**config.mk**
```make
export PLATFORM = sky130hd
export DESIGN_NAME = color_sequence_display
export DESIGN_NICKNAME = d
export VERILOG_FILES = /design/src/rtl/color_sequence_display.sv
export SDC_FILE = /design/constraint.sdc
export NUM_CORES = 1
export LEC_CHECK = 0
export BUFFER_PORTS_ARGS = -buffer_cell sky130_fd_sc_hd__buf_2
export CORE_UTILIZATION = 57
export DETAILED_ROUTE_END_ITERATION = 12
export GPL_TIMING_DRIVEN = 1
export HOLD_SLACK_MARGIN = 0.08
export MAX_ROUTING_LAYER = met4
export PLACE_DENSITY_LB_ADDON = 0.2
export SLEW_MARGIN = 20
export SYNTH_ARGS = -nofsm -noshare
export SYNTH_HDL_FRONTEND = slang
export SYNTH_SLANG_ARGS = --single-unit
```
**constraint.sdc**
```tcl
create_clock -name clk -period 3.8 [get_ports clk]
set_input_delay 0.19 -clock clk [delete_from_list [all_inputs] [get_ports clk]]
set_output_delay 0.19 -clock clk [all_outputs]
set_load 0.02 [all_outputs]
```
**src/rtl/color_sequence_display.sv**
```systemverilog
// Colour LED sequencer: shows each accepted colour for ON_CYCLES, then a dark gap of OFF_CYCLES, then pulses show_done.
// Optional buzzer tone output enabled by defining COLOR_DISPLAY_TONE_EN.
module color_sequence_display #(
  parameter int unsigned ON_CYCLES     = 25_000_000,
  parameter int unsigned OFF_CYCLES    = 12_500_000
`ifdef COLOR_DISPLAY_TONE_EN
  , parameter int unsigned TONE_DIV_BASE = 25_000
`endif
) (
  input  logic       clk,
  input  logic       rst_n,
  input  logic [1:0] color_in,
  input  logic       color_valid,
  output logic       color_ready,
  input  logic       flush,
  output logic       led_green,
  output logic       led_red,
  output logic       led_blue,
  output logic       led_yellow,
  output logic       busy,
  output logic       show_done
`ifdef COLOR_DISPLAY_TONE_EN
  , output logic     tone_out
`endif
);

  localparam int unsigned MAX_CYC = (ON_CYCLES > OFF_CYCLES) ? ON_CYCLES : OFF_CYCLES;
  localparam int unsigned CNT_W   = $clog2(MAX_CYC + 1);

  typedef enum logic [1:0] {IDLE, ON, GAP} state_t;

  state_t           state, state_nxt;
  logic [CNT_W-1:0] cnt, cnt_nxt;
  logic [1:0]       color_q, color_nxt;
  logic [3:0]       leds_q, leds_nxt;
  logic             done_q, done_nxt;
  logic             hs;

`ifdef COLOR_DISPLAY_TONE_EN
  localparam int unsigned TONE_W = $clog2(TONE_DIV_BASE * 4);
  localparam logic [TONE_W-1:0] HALF0 = TONE_W'(TONE_DIV_BASE * 1 - 1);
  localparam logic [TONE_W-1:0] HALF1 = TONE_W'(TONE_DIV_BASE * 2 - 1);
  localparam logic [TONE_W-1:0] HALF2 = TONE_W'(TONE_DIV_BASE * 3 - 1);
  localparam logic [TONE_W-1:0] HALF3 = TONE_W'(TONE_DIV_BASE * 4 - 1);

  logic [TONE_W-1:0] tone_cnt, tone_cnt_nxt, tone_half_m1;
  logic              tone_q, tone_nxt;

  // Lower colour code -> shorter half-period -> higher pitch.
  always_comb begin
    tone_half_m1 = HALF0;
    case (color_q)
      2'd0:    tone_half_m1 = HALF0;
      2'd1:    tone_half_m1 = HALF1;
      2'd2:    tone_half_m1 = HALF2;
      default: tone_half_m1 = HALF3;
    endcase
  end

  assign tone_out = tone_q;
`endif

  function automatic logic [3:0] onehot(input logic [1:0] c);
    return 4'(1) << c;
  endfunction

  assign color_ready = (state == IDLE) && !flush;
  assign hs          = color_valid && color_ready;
  assign busy        = (state != IDLE);
  assign led_green   = leds_q[0];
  assign led_red     = leds_q[1];
  assign led_blue    = leds_q[2];
  assign led_yellow  = leds_q[3];
  assign show_done   = done_q;

  always_ff @(posedge clk or negedge rst_n) begin
    if (!rst_n) begin
      state    <= IDLE;
      cnt      <= '0;
      color_q  <= '0;
      leds_q   <= '0;
      done_q   <= 1'b0;
`ifdef COLOR_DISPLAY_TONE_EN
      tone_cnt <= '0;
      tone_q   <= 1'b0;
`endif
    end else begin
      state    <= state_nxt;
      cnt      <= cnt_nxt;
      color_q  <= color_nxt;
      leds_q   <= leds_nxt;
      done_q   <= done_nxt;
`ifdef COLOR_DISPLAY_TONE_EN
      tone_cnt <= tone_cnt_nxt;
      tone_q   <= tone_nxt;
`endif
    end
  end

  always_comb begin
    state_nxt    = state;
    cnt_nxt      = cnt;
    color_nxt    = color_q;
    leds_nxt     = leds_q;
    done_nxt     = 1'b0;
`ifdef COLOR_DISPLAY_TONE_EN
    tone_cnt_nxt = tone_cnt;
    tone_nxt     = 1'b0;
`endif
    case (state)
      IDLE: begin
        leds_nxt = '0;
        if (hs) begin
          state_nxt = ON;
          cnt_nxt   = CNT_W'(ON_CYCLES - 1);
          color_nxt = color_in;
          leds_nxt  = onehot(color_in);
`ifdef COLOR_DISPLAY_TONE_EN
          tone_cnt_nxt = '0;
`endif
        end
      end
      ON: begin
        if (cnt == '0) begin
          state_nxt = GAP;
          cnt_nxt   = CNT_W'(OFF_CYCLES - 1);
          leds_nxt  = '0;
        end else begin
          cnt_nxt  = cnt - CNT_W'(1);
          leds_nxt = onehot(color_q);
`ifdef COLOR_DISPLAY_TONE_EN
          if (tone_cnt == tone_half_m1) begin
            tone_nxt     = ~tone_q;
            tone_cnt_nxt = '0;
          end else begin
            tone_nxt     = tone_q;
            tone_cnt_nxt = tone_cnt + TONE_W'(1);
          end
`endif
        end
      end
      GAP: begin
        leds_nxt = '0;
        if (cnt == '0) begin
          state_nxt = IDLE;
          done_nxt  = 1'b1;
        end else begin
          cnt_nxt = cnt - CNT_W'(1);
        end
      end
      default: begin
        state_nxt = IDLE;
        cnt_nxt   = '0;
        leds_nxt  = '0;
      end
    endcase
    // Abort wins over everything, including a pending completion pulse.
    if (flush) begin
      state_nxt = IDLE;
      cnt_nxt   = '0;
      leds_nxt  = '0;
      done_nxt  = 1'b0;
`ifdef COLOR_DISPLAY_TONE_EN
      tone_nxt     = 1'b0;
      tone_cnt_nxt = '0;
`endif
    end
  end

endmodule

```
Yosys cells after proc, flatten, opt, wreduce, memory -nomap -nowiden
Cells that the tools add are included.
{"block": "totals", "regBits": 34, "in_bits": 6, "out_inout_bits": 7}
{"block": "op_classes", "add_sub_neg": 1, "eq_ne": 6, "n_shift": 2, "muxes": 17, "reduce_logical": 9}
{"operator": "25-bit 2-to-1 mux", "n": 4}
{"operator": "25-bit one-hot mux with 3 select lines", "n": 1}
{"operator": "25-bit logical NOT", "n": 1}
{"operator": "25-bit by 1-bit subtractor with 25-bit output, second input constant", "n": 1}
{"operator": "4-bit 2-to-1 mux", "n": 3}
{"operator": "3-bit inequality test, second input constant", "n": 4}
{"operator": "2-bit 2-to-1 mux", "n": 4}
{"operator": "4-bit one-hot mux with 2 select lines", "n": 1}
{"operator": "1-bit by 2-bit left shift with 4-bit output, first input constant", "n": 2}
{"operator": "2-bit one-hot mux with 3 select lines", "n": 1}
{"operator": "2-bit AND reduction", "n": 2}
{"operator": "1-bit 2-to-1 mux", "n": 3}
{"operator": "3-bit AND reduction", "n": 1}
{"operator": "2-bit by 1-bit == test with 1-bit output, second input constant", "n": 1}
{"operator": "2-bit == test, second input constant", "n": 1}
{"operator": "1-bit logical AND", "n": 2}
{"operator": "2-bit logical NOT", "n": 1}
{"operator": "2-bit nonzero test", "n": 1}
{"operator": "1-bit logical NOT", "n": 1}

Logic depth before layout (Yosys ltp)
{"block": "depth", "word_depth": 6, "depth_mapped": 9, "ltp_nobuf": 8}

Worst setup path before layout
No wires, ideal clock.
{"block": "synth_timing", "path_kind": "reg2reg", "start": "reg cnt[0]", "end": "reg cnt[4]", "setup_time_ps": 121, "arrival_ps": 1978, "required_time_ps": 3679, "slack_ps": 1701, "path_stages_with_launch": 10, "n_path_buf": 1, "path_cell_list": "dfrtp_1 > inv_1 > ha_1 > nor3b_2 > nand3_2 > or2_1 > buf_6 > a21oi_4 > nor2_1 > a22o_1"}
{"block": "synth_via", "elab_chain_len": 4, "elab_cells_between_ends": 8, "classes_between": "1 x add/sub; 1 x eq/ne; 4 x mux; 2 x reduce/logical"}
{"element": "start, declared", "line_no": "33", "rtl": "logic [CNT_W-1:0] cnt, cnt_nxt;"}
{"element": "start signal, assigned", "line_no": "89", "rtl": "cnt <= cnt_nxt;"}
{"element": "25-bit by 1-bit subtractor with 25-bit output / 25-bit logical NOT (equally long branches)"}
{"element": "25-bit 2-to-1 mux, on equally long branches", "line_no": "144, 124"}
{"element": "25-bit one-hot mux with 3 select lines", "line_no": "110", "rtl": "case (state)"}
{"element": "25-bit 2-to-1 mux", "line_no": "158", "rtl": "if (flush) begin"}
Parallel ways exist; a longest one is shown, timed or not. The select of a mux whose other input is x is not followed.
A chain may end at the register's enable or synchronous reset.

Worst setup path after layout
{"block": "layout_timing", "start": "reg cnt[0]", "end": "reg cnt[16]"}
The elaborated chain is that of the path after synthesis.

==> results_dict.tcl <==
set metrics [dict create \
    swShare_pct 34.1 \
    synthTopCellsByCount "dfrtp_1 (34), nor2_1 (30), nand2_1 (20)" \
    insertion_delay_ps 340 \
    yosysTopAreaCell "dfrtp_1" \
    final-seq-area_sq_um 851 \
    relSlewSlack_pct 37.7 \
    crit_fanout 13 \
    worstHoldPathType "input pin to flop" \
    boundaryPins 13 \
    grtUsageTotal_pct 29.7 \
    clock-root-buffer "clkbuf_4" \
    gp_congestion 0.906 \
    numClockSinks 34 \
    p_comb_share_pct 22.8 \
    drc 0 \
    hold_viol 0 \
    critPathCaptureType "flop" \
    cp_slowest_cell "a21oi_1" \
    critPathArrivalTime_ps 2840 \
    h-tree-depth 2 \
    wl_per_cell_um 17.5 \
    ys_seq_area_share_pct 40.7 \
    vias_per_cell 6.76 \
    drv_cap 0 \
    startpoint "cnt[0]$_DFFE_PN0P_" \
    path_cells "inv_1 -> ha_1 -> nor3b_2 -> nand3_2 -> nor2_2 -> a21oi_1 -> o21ai_0 -> a221o_1" \
    n_antenna_cell 0 \
    design_area_sq_um 2230 \
    r2r-start "cnt[0]$_DFFE_PN0P_" \
    initial_core_util_pct 61.2 \
    slew_violations 0 \
    p_clk_share_pct 24.1 \
    clock.fmax_mhz 384 \
    routed_wl_um 5210 \
    setup_viol 0 \
    p_int_w 0.000551 \
    fin_crit_sh_pct 68.6 \
    drive_above_1_share_pct 12.4 \
    antenna_found_initial 0 \
    synth_ff_type "dfrtp_1" \
    multi_input_area_sq_um 1180 \
    clock_skew_ps 6.06 \
    port_buffers 12 \
    die_h_um 62.6 \
    ant_nets 0 \
    core_area_sq_um 3420 \
    die_x_um 62.6 \
    synth-async-reset-ratio_pct 100 \
    rows 21 \
    synth_nets 248 \
    leakage_nw 0.964 \
    grt.overflow.total 0 \
    power_frac_seq_pct 53.1 \
    status "finished clean" \
    path_buf_inv 1 \
    netlist.area_leader.share_pct 40.7 \
    cts_setup_buffers 0 \
    synth_warnings 0 \
    path_clk_slew_ps 100 \
    switchingPower_w 0.000285 \
    tns_ps 0 \
    synth_area_leaders "dfrtp_1 (41%), nor2_1 (5.4%), o21ai_0 (4.5%), a21oi_1 (3.8%), a22o_1 (3.8%)" \
    synth_edf_count 0 \
    post-synth-top-count-cell "dfrtp_1" \
    dieArea_sq_um 3920 \
    final_util_pct 65.2 \
    grt_pass1_vias 1865 \
    cp_data_required_time_ps 4030 \
    startpoint_type "flop" \
    synth_cell_types 50 \
    hpwl_um 3630 \
    syn_avg_cell_area_sq_um 8.68 \
    hp-start "color_in[0]" \
    grt_pass1_wl_um 8840 \
    path_class "flop to flop" \
    syn_inst 241 \
    synthesis.area_sq_um 2090 \
    fin_nets 259 \
    n_fill_cell 300 \
    clock_path_buffers 2 \
    synth_seq_cells 34 \
    vias 2009 \
    place_area_sq_um 2170 \
    rsz0062_at_grt "no" \
    drtIter0Drc 258 \
    critPathTopFamily "compound AO/OA/AOI/OAI gates" \
    grt_max_degree 35 \
    worst_pin_slew_ps 927 \
    cts_buffers 5 \
    vdd.ir_drop.worst_uv 213 \
    min_period_ps 2610 \
    firstDrtPassIters 6 \
    power_density_nw_per_um2 375 \
    ctsResizeCount 0 \
    max_stage_delay_ps 740 \
    syn_to_final_growth_pct 6.46 \
    finalPower_w 0.000836 \
    cts_tree "yes" \
]
-- registers in the layout, indices dropped and copies added, names as in the netlist --
| name | cells |
|---|---|
| show_done | 1 |
| color_q | 2 |
| leds_q | 4 |
| cnt | 25 |
| state | 2 |
-- power groups by stage --
stage / clock network (W) / registers (W) / logic [W]
2_1_floorplan: 0 / 0.000438 / 0.000140
3_3_place_gp: 0 / 0.000448 / 0.000186
3_5_place_dp: 0 / 0.000448 / 0.000186
4_1_cts: 0.000202 / 0.000441 / 0.000189
5_1_grt: 0.000217 / 0.000448 / 0.000211
6_report: 0.000201 / 0.000443 / 0.000191
-- routing by layer --
| metal | track usage, % | wire, um |
|---|---|---|
| met2 | 43.1 | 2280 |
| met3 | 7.85 | 479 |
| met1 | 39.2 | 2270 |
| met4 | 12.5 | 182 |
| met5 | - | 0 |
-- layout make-up --
class	count	share of cell area (%)
tap	46	2.58
clock buffer	6	2.30
sequential	34	38.2
timing repair buffer	13	3.15
multi-input combinational	193	52.9
inverter	5	0.843
-- what timing repair did --
action                     4_1_cts  5_1_grt
setup endpoints to repair        0        0
hold buffers                     1        0
hold endpoints to repair        34        0
-- kinds of logic after synthesis --
logic type | share of synthesized area [%]
and+or+nand+nor | 28.6
AOI/OAI and AO/OA | 26.7
DFF | 40.7
buffers and inverters | 2.99
xor gates and xnor gates | 0.419
adders and majority gates | 0.598
-- final timing paths --
| path | to | slack [ps] | depth (start not counted) |
|---|---|---|---|
| worst max-delay path | cnt[16]$_DFFE_PN0P_ | 1190 | 8 |
| worst min-delay path | leds_q[0]$_DFF_PN0_ | 90 | 2 |
| worst max register to register | cnt[16]$_DFFE_PN0P_ | 1190 | 8 |
| worst min register to register | leds_q[0]$_DFF_PN0_ | 520 | 1 |
| max in group asynchronous | cnt[19]$_DFFE_PN0P_ | 2870 | 2 |
| min in group asynchronous | cnt[6]$_DFFE_PN0P_ | 440 | 2 |
-- metrics by stage --
step,setup WS (ps),std cells,hold slack [ps]
after floorplan,1700,241,-106
after global placement,1360,290,296
after detailed placement,1280,290,299
after CTS,1250,297,84.9
after global routing,1020,297,98.2
final,1190,297,89.3
-- layout by cell type (no fill, tap or decap), types with 2 or more instances in the layout --
master / instances
or4_1: 2
o31ai_1: 9
nand3_2: 2
nand2_1: 20
nand2b_1: 6
o2bb2ai_1: 2
o22ai_1: 2
a221o_1: 3
nor4_4: 2
buf_2: 12
or2_2: 3
nand3b_1: 2
a22o_1: 9
nand3_1: 8
a21oi_1: 16
a21o_1: 3
a211o_1: 2
nor2_1: 30
nor3_1: 14
dfrtp_1: 34
o22a_1: 2
clkbuf_4: 5
or3_1: 4
a31oi_1: 2
o41ai_1: 4
nor4_1: 3
nand4_1: 4
o21ai_0: 19
inv_1: 5
Note: power is estimated with default switching activity, not from simulation.
